[config.mk]
export PLATFORM = sky130hd
export DESIGN_NAME = seq_shift_alu
export DESIGN_NICKNAME = d
export VERILOG_FILES = /design/src/rtl/seq_shift_alu.sv
export SDC_FILE = /design/constraint.sdc
export NUM_CORES = 1
export LEC_CHECK = 0
export CORE_MARGIN = 10
export CORE_UTILIZATION = 50
export DETAILED_ROUTE_END_ITERATION = 12
export PLACE_DENSITY = 0.8
export SYNTH_ARGS = -nofsm -noshare
export SYNTH_HDL_FRONTEND = slang
export SYNTH_SLANG_ARGS = --single-unit
[constraint.sdc]
create_clock -name clk -period 5.18 [get_ports clk]
set_input_delay 1.036 -clock clk [delete_from_list [all_inputs] [get_ports clk]]
set_output_delay 1.036 -clock clk [all_outputs]
set_load 0.01 [all_outputs]
[src/rtl/seq_shift_alu.sv]
// seq_shift_alu: x86-style shift/rotate unit that performs one 1-bit step per clock.
// Define SHIFT_COUNT_MASK_EN to mask the shift count to 5 bits (80186 behaviour).
module seq_shift_alu #(
    parameter int WIDTH       = 16,
    parameter int COUNT_WIDTH = 8
) (
    input  logic                   clk,
    input  logic                   reset_n,
    input  logic                   start,
    input  logic [2:0]             op,
    input  logic [WIDTH-1:0]       a,
    input  logic [COUNT_WIDTH-1:0] count,
    input  logic [15:0]            flags_in,
    output logic [WIDTH-1:0]       out,
    output logic [15:0]            flags_out,
    output logic                   busy,
    output logic                   done
);
    typedef enum logic [1:0] {
        IDLE = 2'd0,
        RUN  = 2'd1,
        DONE = 2'd2
    } state_t;

    localparam logic [2:0] OP_SHL  = 3'd0;
    localparam logic [2:0] OP_SHR  = 3'd1;
    localparam logic [2:0] OP_SAR  = 3'd2;
    localparam logic [2:0] OP_ROL  = 3'd3;
    localparam logic [2:0] OP_ROR  = 3'd4;
    localparam logic [2:0] OP_RCL  = 3'd5;
    localparam logic [2:0] OP_RCR  = 3'd6;
    localparam logic [2:0] OP_PASS = 3'd7;
    localparam logic [COUNT_WIDTH-1:0] CNT_ONE = COUNT_WIDTH'(1'b1);

    function automatic logic parity_even(input logic [7:0] v);
        return ~(^v);
    endfunction

    state_t                 state_q, state_d;
    logic [COUNT_WIDTH-1:0] rem_q, rem_d;
    logic [2:0]             op_q, op_d;
    logic [WIDTH-1:0]       out_q, out_d;
    logic [15:0]            flags_q, flags_d;
    logic                   busy_q, done_q;
    logic [COUNT_WIDTH-1:0] eff_cnt_s;
    logic [WIDTH-1:0]       step_res_s;
    logic                   step_cf_s, step_of_s, is_shift_s;

`ifdef SHIFT_COUNT_MASK_EN
    assign eff_cnt_s = COUNT_WIDTH'(count[4:0]);
`else
    assign eff_cnt_s = count;
`endif

    assign is_shift_s = (op_q == OP_SHL) || (op_q == OP_SHR) || (op_q == OP_SAR);

    // One 1-bit step of the captured operation on the working value held in out_q.
    always_comb begin
        step_res_s = out_q;
        step_cf_s  = flags_q[0];
        step_of_s  = flags_q[11];
        case (op_q)
            OP_SHL: begin
                step_res_s = {out_q[WIDTH-2:0], 1'b0};
                step_cf_s  = out_q[WIDTH-1];
                step_of_s  = out_q[WIDTH-2] ^ out_q[WIDTH-1];
            end
            OP_SHR: begin
                step_res_s = {1'b0, out_q[WIDTH-1:1]};
                step_cf_s  = out_q[0];
                step_of_s  = out_q[WIDTH-1];
            end
            OP_SAR: begin
                step_res_s = {out_q[WIDTH-1], out_q[WIDTH-1:1]};
                step_cf_s  = out_q[0];
                step_of_s  = 1'b0;
            end
            OP_ROL: begin
                step_res_s = {out_q[WIDTH-2:0], out_q[WIDTH-1]};
                step_cf_s  = out_q[WIDTH-1];
                step_of_s  = out_q[WIDTH-2] ^ out_q[WIDTH-1];
            end
            OP_ROR: begin
                step_res_s = {out_q[0], out_q[WIDTH-1:1]};
                step_cf_s  = out_q[0];
                step_of_s  = out_q[0] ^ out_q[WIDTH-1];
            end
            // RCL/RCR treat {CF, value} as a WIDTH+1-bit rotate.
            OP_RCL: begin
                step_res_s = {out_q[WIDTH-2:0], flags_q[0]};
                step_cf_s  = out_q[WIDTH-1];
                step_of_s  = out_q[WIDTH-2] ^ out_q[WIDTH-1];
            end
            OP_RCR: begin
                step_res_s = {flags_q[0], out_q[WIDTH-1:1]};
                step_cf_s  = out_q[0];
                step_of_s  = flags_q[0] ^ out_q[WIDTH-1];
            end
            default: begin
                step_res_s = out_q;
                step_cf_s  = flags_q[0];
                step_of_s  = flags_q[11];
            end
        endcase
    end

    // Sequencing: capture on start, step while RUN, report in DONE.
    always_comb begin
        state_d = state_q;
        rem_d   = rem_q;
        op_d    = op_q;
        out_d   = out_q;
        flags_d = flags_q;
        case (state_q)
            IDLE, DONE: begin
                if (start) begin
                    op_d    = op;
                    out_d   = a;
                    flags_d = flags_in;
                    if ((eff_cnt_s == '0) || (op == OP_PASS)) begin
                        rem_d   = '0;
                        state_d = DONE;
                    end else begin
                        rem_d   = eff_cnt_s;
                        state_d = RUN;
                    end
                end else begin
                    state_d = IDLE;
                end
            end
            RUN: begin
                out_d       = step_res_s;
                flags_d[0]  = step_cf_s;
                flags_d[11] = step_of_s;
                if (is_shift_s) begin
                    flags_d[6] = (step_res_s == '0);
                    flags_d[7] = step_res_s[WIDTH-1];
                    flags_d[2] = parity_even(step_res_s[7:0]);
                end else begin
                    flags_d[6] = flags_q[6];
                    flags_d[7] = flags_q[7];
                    flags_d[2] = flags_q[2];
                end
                rem_d = rem_q - CNT_ONE;
                if (rem_q == CNT_ONE) begin
                    state_d = DONE;
                end else begin
                    state_d = RUN;
                end
            end
            default: begin
                state_d = IDLE;
                rem_d   = '0;
            end
        endcase
    end

    // State and output registers; busy/done are registered decodes of the next state.
    always_ff @(posedge clk or negedge reset_n) begin
        if (!reset_n) begin
            state_q <= IDLE;
            rem_q   <= '0;
            op_q    <= 3'd0;
            out_q   <= '0;
            flags_q <= 16'h0000;
            busy_q  <= 1'b0;
            done_q  <= 1'b0;
        end else begin
            state_q <= state_d;
            rem_q   <= rem_d;
            op_q    <= op_d;
            out_q   <= out_d;
            flags_q <= flags_d;
            busy_q  <= (state_d == RUN);
            done_q  <= (state_d == DONE);
        end
    end

    assign out       = out_q;
    assign flags_out = flags_q;
    assign busy      = busy_q;
    assign done      = done_q;

endmodule

-- Yosys cells after proc, flatten, opt, wreduce, memory -nomap -nowiden
Cells that the tools add are included.
- word-level logic and storage cells: 67
- flip-flop bits (word level): 47
- output and inout bits: 34
- bitwise operators: 4
- muxes and demuxes: 19
- eq/ne operators: 16
- reduce and logical (&&, ||, !) cells: 17
- add/sub/neg operators: 1
- operator list (operator ; number):
    one-hot mux 16 bit (7 select lines) ; 1
    one-hot mux 16 bit (2 select lines) ; 1
    zero test 16 bit ; 1
    two-way mux 16 bit ; 1
    two-way mux 8 bit ; 2
    one-hot mux 8 bit (2 select lines) ; 1
    == test 3 bit, second input constant ; 4
    two-way mux 12 bit ; 1
    AND reduction 3 bit ; 3
    == test 8 x 1 -> 1 bit, second input constant ; 1
    zero test 8 bit ; 1
    two-way mux 2 bit ; 4
    one-hot mux 1 bit (2 select lines) ; 4
    one-hot mux 2 bit (2 select lines) ; 2
    parity 8 bit ; 1
    subtractor 8 x 1 -> 8 bit, second input constant ; 1
    == test 3 x 2 -> 1 bit, second input constant ; 2
    inequality test 6 x 4 -> 1 bit, second input constant ; 1
    one-hot mux 1 bit (5 select lines) ; 1
    == test 2 x 1 -> 1 bit, second input constant ; 2
    == test 2 bit, second input constant ; 2
    inequality test 2 bit, second input constant ; 2
    AND reduction 2 bit ; 2
    OR reduction 4 bit ; 1
    other kinds (11) ; 15

-- Longest topological paths before layout
- depth after elaboration: 6
- mapped depth: 11
- gate-level depth less buffers: 9

-- Worst setup path before layout
No wires, ideal clock.
- kind: reg2reg
- start: register op_q[2]
- end: register flags_q[2] (netlist: flags_out[2])
- data arrival time: 2.103 ns
- slack: 2.995 ns
- stages on the path, launching flop included: 12
- setup time: 0.082 ns
- buffers on the path: 2
- cells stage by stage: dfrtp_1 -> buf_2 -> nor2_1 -> buf_4 -> nor2_1 -> nor3_1 -> a21oi_1 -> ha_1 -> xnor2_1 -> xnor2_1 -> nand2_1 -> a31oi_1
- cells in the longest elaborated chain, start to end: 6
- RTL lines (element ; line ; text):
    start: declaration ; 41 ; logic [2:0] op_q, op_d;
    start signal: assignment ; 171 ; op_q <= op_d;
    == test 3 bit, or another cell as far along ; 62 ; case (op_q)
    one-hot mux 16 bit (7 select lines) ; 62 ;
    parity 8 bit ; 36 ; return ~(^v);
    NOT 1 bit ; 36 ;
    two-way mux 1 bit ; 135 ; if (is_shift_s) begin
    one-hot mux 1 bit (2 select lines) ; 114 ; case (state_q)
    end signal: assignment ; 173 ; flags_q <= flags_d;
    end: declaration ; 43 ; logic [15:0] flags_q, flags_d;
Several ways; a longest one is shown, not always the timed one. The select of a mux whose other input is x is not followed.
A chain may end at the register's enable or synchronous reset.

-- Worst setup path in the final report
- start: input port start
- end: register flags_q[6] (netlist: flags_out[6])
- cells in the longest elaborated chain, start to end: 2
- RTL lines (element ; line ; text):
    start: declaration ; 9 ; input logic start,
    inequality test 2 bit (no source line) ; - ;
    AND reduction 3 bit (no source line) ; - ;
Every way passes these cells.

==> results.sh <==
export IMPL_post_place_ws_ns=1.697
export IMPL_power_frac_clock_pct=7.8
export IMPL_io_buffers=79
export IMPL_track_usage_pct=18.01
export IMPL_fmax_ghz=0.3154
export IMPL_post_cts_resized=0
export IMPL_ir_drop_mv=0.3616
export IMPL_outcome="finished, final reports clean"
export IMPL_clock_latency_ns=0.31
export IMPL_row_count=29
export IMPL_finalWorstSetupSlack_ns=2.009
export IMPL_cts_sinks=47
export IMPL_dpl_hpwl_um=6662
export IMPL_synthesis_nets=446
export IMPL_yosysUniqueCellTypes=50
export IMPL_clk_path_buf_depth=2
export IMPL_crit_fanout=28
export IMPL_cts_made_buffers=5
export IMPL_hold_buffers=0
export IMPL_cts_max_level=2
export IMPL_multiInputGateArea_um2=1957
export IMPL_ys_seq_elements=47
export IMPL_cp_data_arrival_time_ns=3.39
export IMPL_grt_pass1_vias=3182
export IMPL_gp_congestion=0.8792
export IMPL_cts_tree="built"
export IMPL_cp_end_kind="flip-flop"
export IMPL_slew_viol_final=0
export IMPL_grt_max_degree=52
export IMPL_final_min_clock_period_ns=3.171
export IMPL_clk_pin_slew_ns=0.10
export IMPL_p_seq_share_pct=27.1
export IMPL_cp_start_kind="input port"
export IMPL_start_util_pct=51.98
export IMPL_antenna_found_initial=0
export IMPL_wl_per_cell_um=17.92
export IMPL_grt_overflow=0
export IMPL_cellPowerDensity_nw_per_um2=730.0
export IMPL_seq_area_frac_synth_pct=35.43
export IMPL_synth_ff_type="dfrtp_1"
export IMPL_final_nets=503
export IMPL_core_um2=6386
export IMPL_synthTopCellsByArea="dfrtp_1, nand2_1, mux2i_1"
export IMPL_die_w_um=101.5
export IMPL_hold_path_class="reg2reg"
export IMPL_finalCritPeriodShare_pct=61.21
export IMPL_skew_ns=0.007271
export IMPL_ys_warn_count=0
export IMPL_dp_cells=520
export IMPL_synthToLayoutAreaGrowth_pct=25.44
export IMPL_final_setup_tns_ns=0
export IMPL_synthCells=393
export IMPL_swShare_pct=46.69
export IMPL_syn_cell_area_um2=3319
export IMPL_drtPass1Iterations=5
export IMPL_postCtsSetupRepairBufs=0
export IMPL_seqCellArea_um2=1176
export IMPL_dieArea_um2=10300
export IMPL_critical_path_required_ns=5.40
export IMPL_num_io_pins=80
export IMPL_grt_setup_unrepaired="no"
export IMPL_p_leak_uw=0.001769
export IMPL_drtAntennaViolNets=0
export IMPL_synth_edf_count=0
export IMPL_wl_um=9461
export IMPL_hold_violations=0
export IMPL_fin_cells=528
export IMPL_tightest_slew_ns=1.226
export IMPL_n_antenna_cell=0
export IMPL_drtIter0Drc=289
export IMPL_yosysTopAreaCellShare_pct=35.43
export IMPL_drv_cap=0
export IMPL_drc=0
export IMPL_p_comb_share_pct=65.1
export IMPL_setup_viol=0
export IMPL_p_int_uw=1620
export IMPL_ys_async_sr_fraction_pct=100.0
export IMPL_vias_per_cell=6.138
export IMPL_die_h_um=101.5
export IMPL_drive_gt1_share_pct=7.539
export IMPL_crit_type="in2reg"
export IMPL_clockRootBuffer="clkbuf_8"
export IMPL_synth_area_per_cell_um2=8.446
export IMPL_synth_top_area_cell="dfrtp_1"
export IMPL_switchingPower_uw=1419
export IMPL_max_slew_margin_pct=17.96
export IMPL_vias=3241
export IMPL_post_route_util_pct=65.20
export IMPL_grt_pass1_wl_um=15630
export IMPL_fillers=523
-- synthesized netlist by cell type (7+ instances only) --
master	n
o211a_1	7
buf_2	13
nor3_1	10
mux2_2	8
clkbuf_1	12
and3_1	11
dfrtp_1	47
mux2i_1	25
a21oi_1	28
nor2_1	17
or3_1	9
inv_1	7
o211ai_1	9
o21ai_0	28
nand2_1	70
-- path summary, 6_finish.rpt --
check / start / end / slack (ns) / depth (start not counted)
max: start / flags_out[6]$_DFFE_PN0P_ / 2.01 / 6
max in group asynchronous: reset_n / out[9]$_DFFE_PN0P_ / 3.57 / 1
min in group asynchronous: reset_n / flags_out[9]$_DFFE_PN0P_ / 0.92 / 1
min: flags_out[8]$_DFFE_PN0P_ / flags_out[8]$_DFFE_PN0P_ / 0.49 / 2
min reg2reg: flags_out[8]$_DFFE_PN0P_ / flags_out[8]$_DFFE_PN0P_ / 0.49 / 2
max reg2reg: op_q[1]$_DFFE_PN0P_ / flags_out[2]$_DFFE_PN0P_ / 2.05 / 9
-- cell families after synthesis --
logic type / count (synthesis) / share of synthesized area (%)
AOI/OAI and AO/OA: 114 / 23.18
xor gates and xnor gates: 7 / 1.847
adders and majority gates: 7 / 2.865
buffers and inverters: 40 / 5.692
DFF: 47 / 35.43
muxes: 33 / 10.25
and+or+nand+nor: 145 / 20.73
-- power groups by stage --
stage          clock network (µW)  registers, µW  logic (µW)
2_1_floorplan                   0            771        1410
6_report                      237            825        1980
3_3_place_gp                    0            820        1920
4_1_cts                       241            820        1970
5_1_grt                       255            863        2190
3_5_place_dp                    0            826        1960
-- cell type report --
type | instances | area share (%)
flip-flops and latches | 47 | 28.25
clock inverters | 3 | 0.5709
repair buffers | 83 | 19.59
clock buffers | 5 | 1.653
multi-input cells | 306 | 47.00
inverters | 7 | 0.6310
well taps | 77 | 2.314
-- critical path, stage by stage --
cell	delay, ns
clkdlybuf4s50_1	0.80
nand2b_1	0.73
o31a_1	0.32
nor3_1	0.18
nand4_1	0.12
o31ai_1	0.20
-- per-stage QoR --
stage | instance area (µm²) | hold slack (ns) | total power, µW
after floorplan | 3319 | 0.4713 | 2179
after global placement | 4071 | 0.4569 | 2739
after detailed placement | 4071 | 0.4640 | 2790
after CTS | 4164 | 0.4878 | 3035
after global routing | 4164 | 0.5124 | 3308
final | 4164 | 0.4851 | 3040
-- layout by cell type (no fill, tap or decap), types with 3 or more instances in the layout --
cell type	Yosys	routed
nand3_1	5	5
or3_1	9	9
o221a_2	5	5
a211oi_1	3	3
clkbuf_8	0	5
nand4_1	3	3
mux2_2	8	8
mux2i_1	25	25
o22ai_1	4	4
nand2b_1	4	4
a31oi_1	4	4
dfrtp_1	47	47
xnor2_1	6	6
o211ai_1	9	9
clkdlybuf4s50_1	0	78
buf_4	4	4
nor2_1	17	17
a32oi_1	6	6
inv_1	7	7
o21ai_0	28	28
o21a_1	5	5
nor3_1	10	10
o211a_1	7	7
a21oi_1	28	28
ha_1	6	6
nand2_1	70	70
and3_1	11	11
or2_2	3	3
nor2b_1	4	3
-- flip-flops by register name (all words and copies together), names as in the netlist --
| register | flops |
|---|---|
| flags_out | 16 |
| out | 16 |
| rem_q | 8 |
| op_q | 3 |
| state_q | 2 |
| busy | 1 |
| done | 1 |
-- per-layer routing --
layer	track usage, %	share of wire [%]
met1	23.22	41
met2	29.69	49
met3	5.310	9.7
met4	2.680	0.34
met5	0	0
Power figures use the tool's default switching activity.
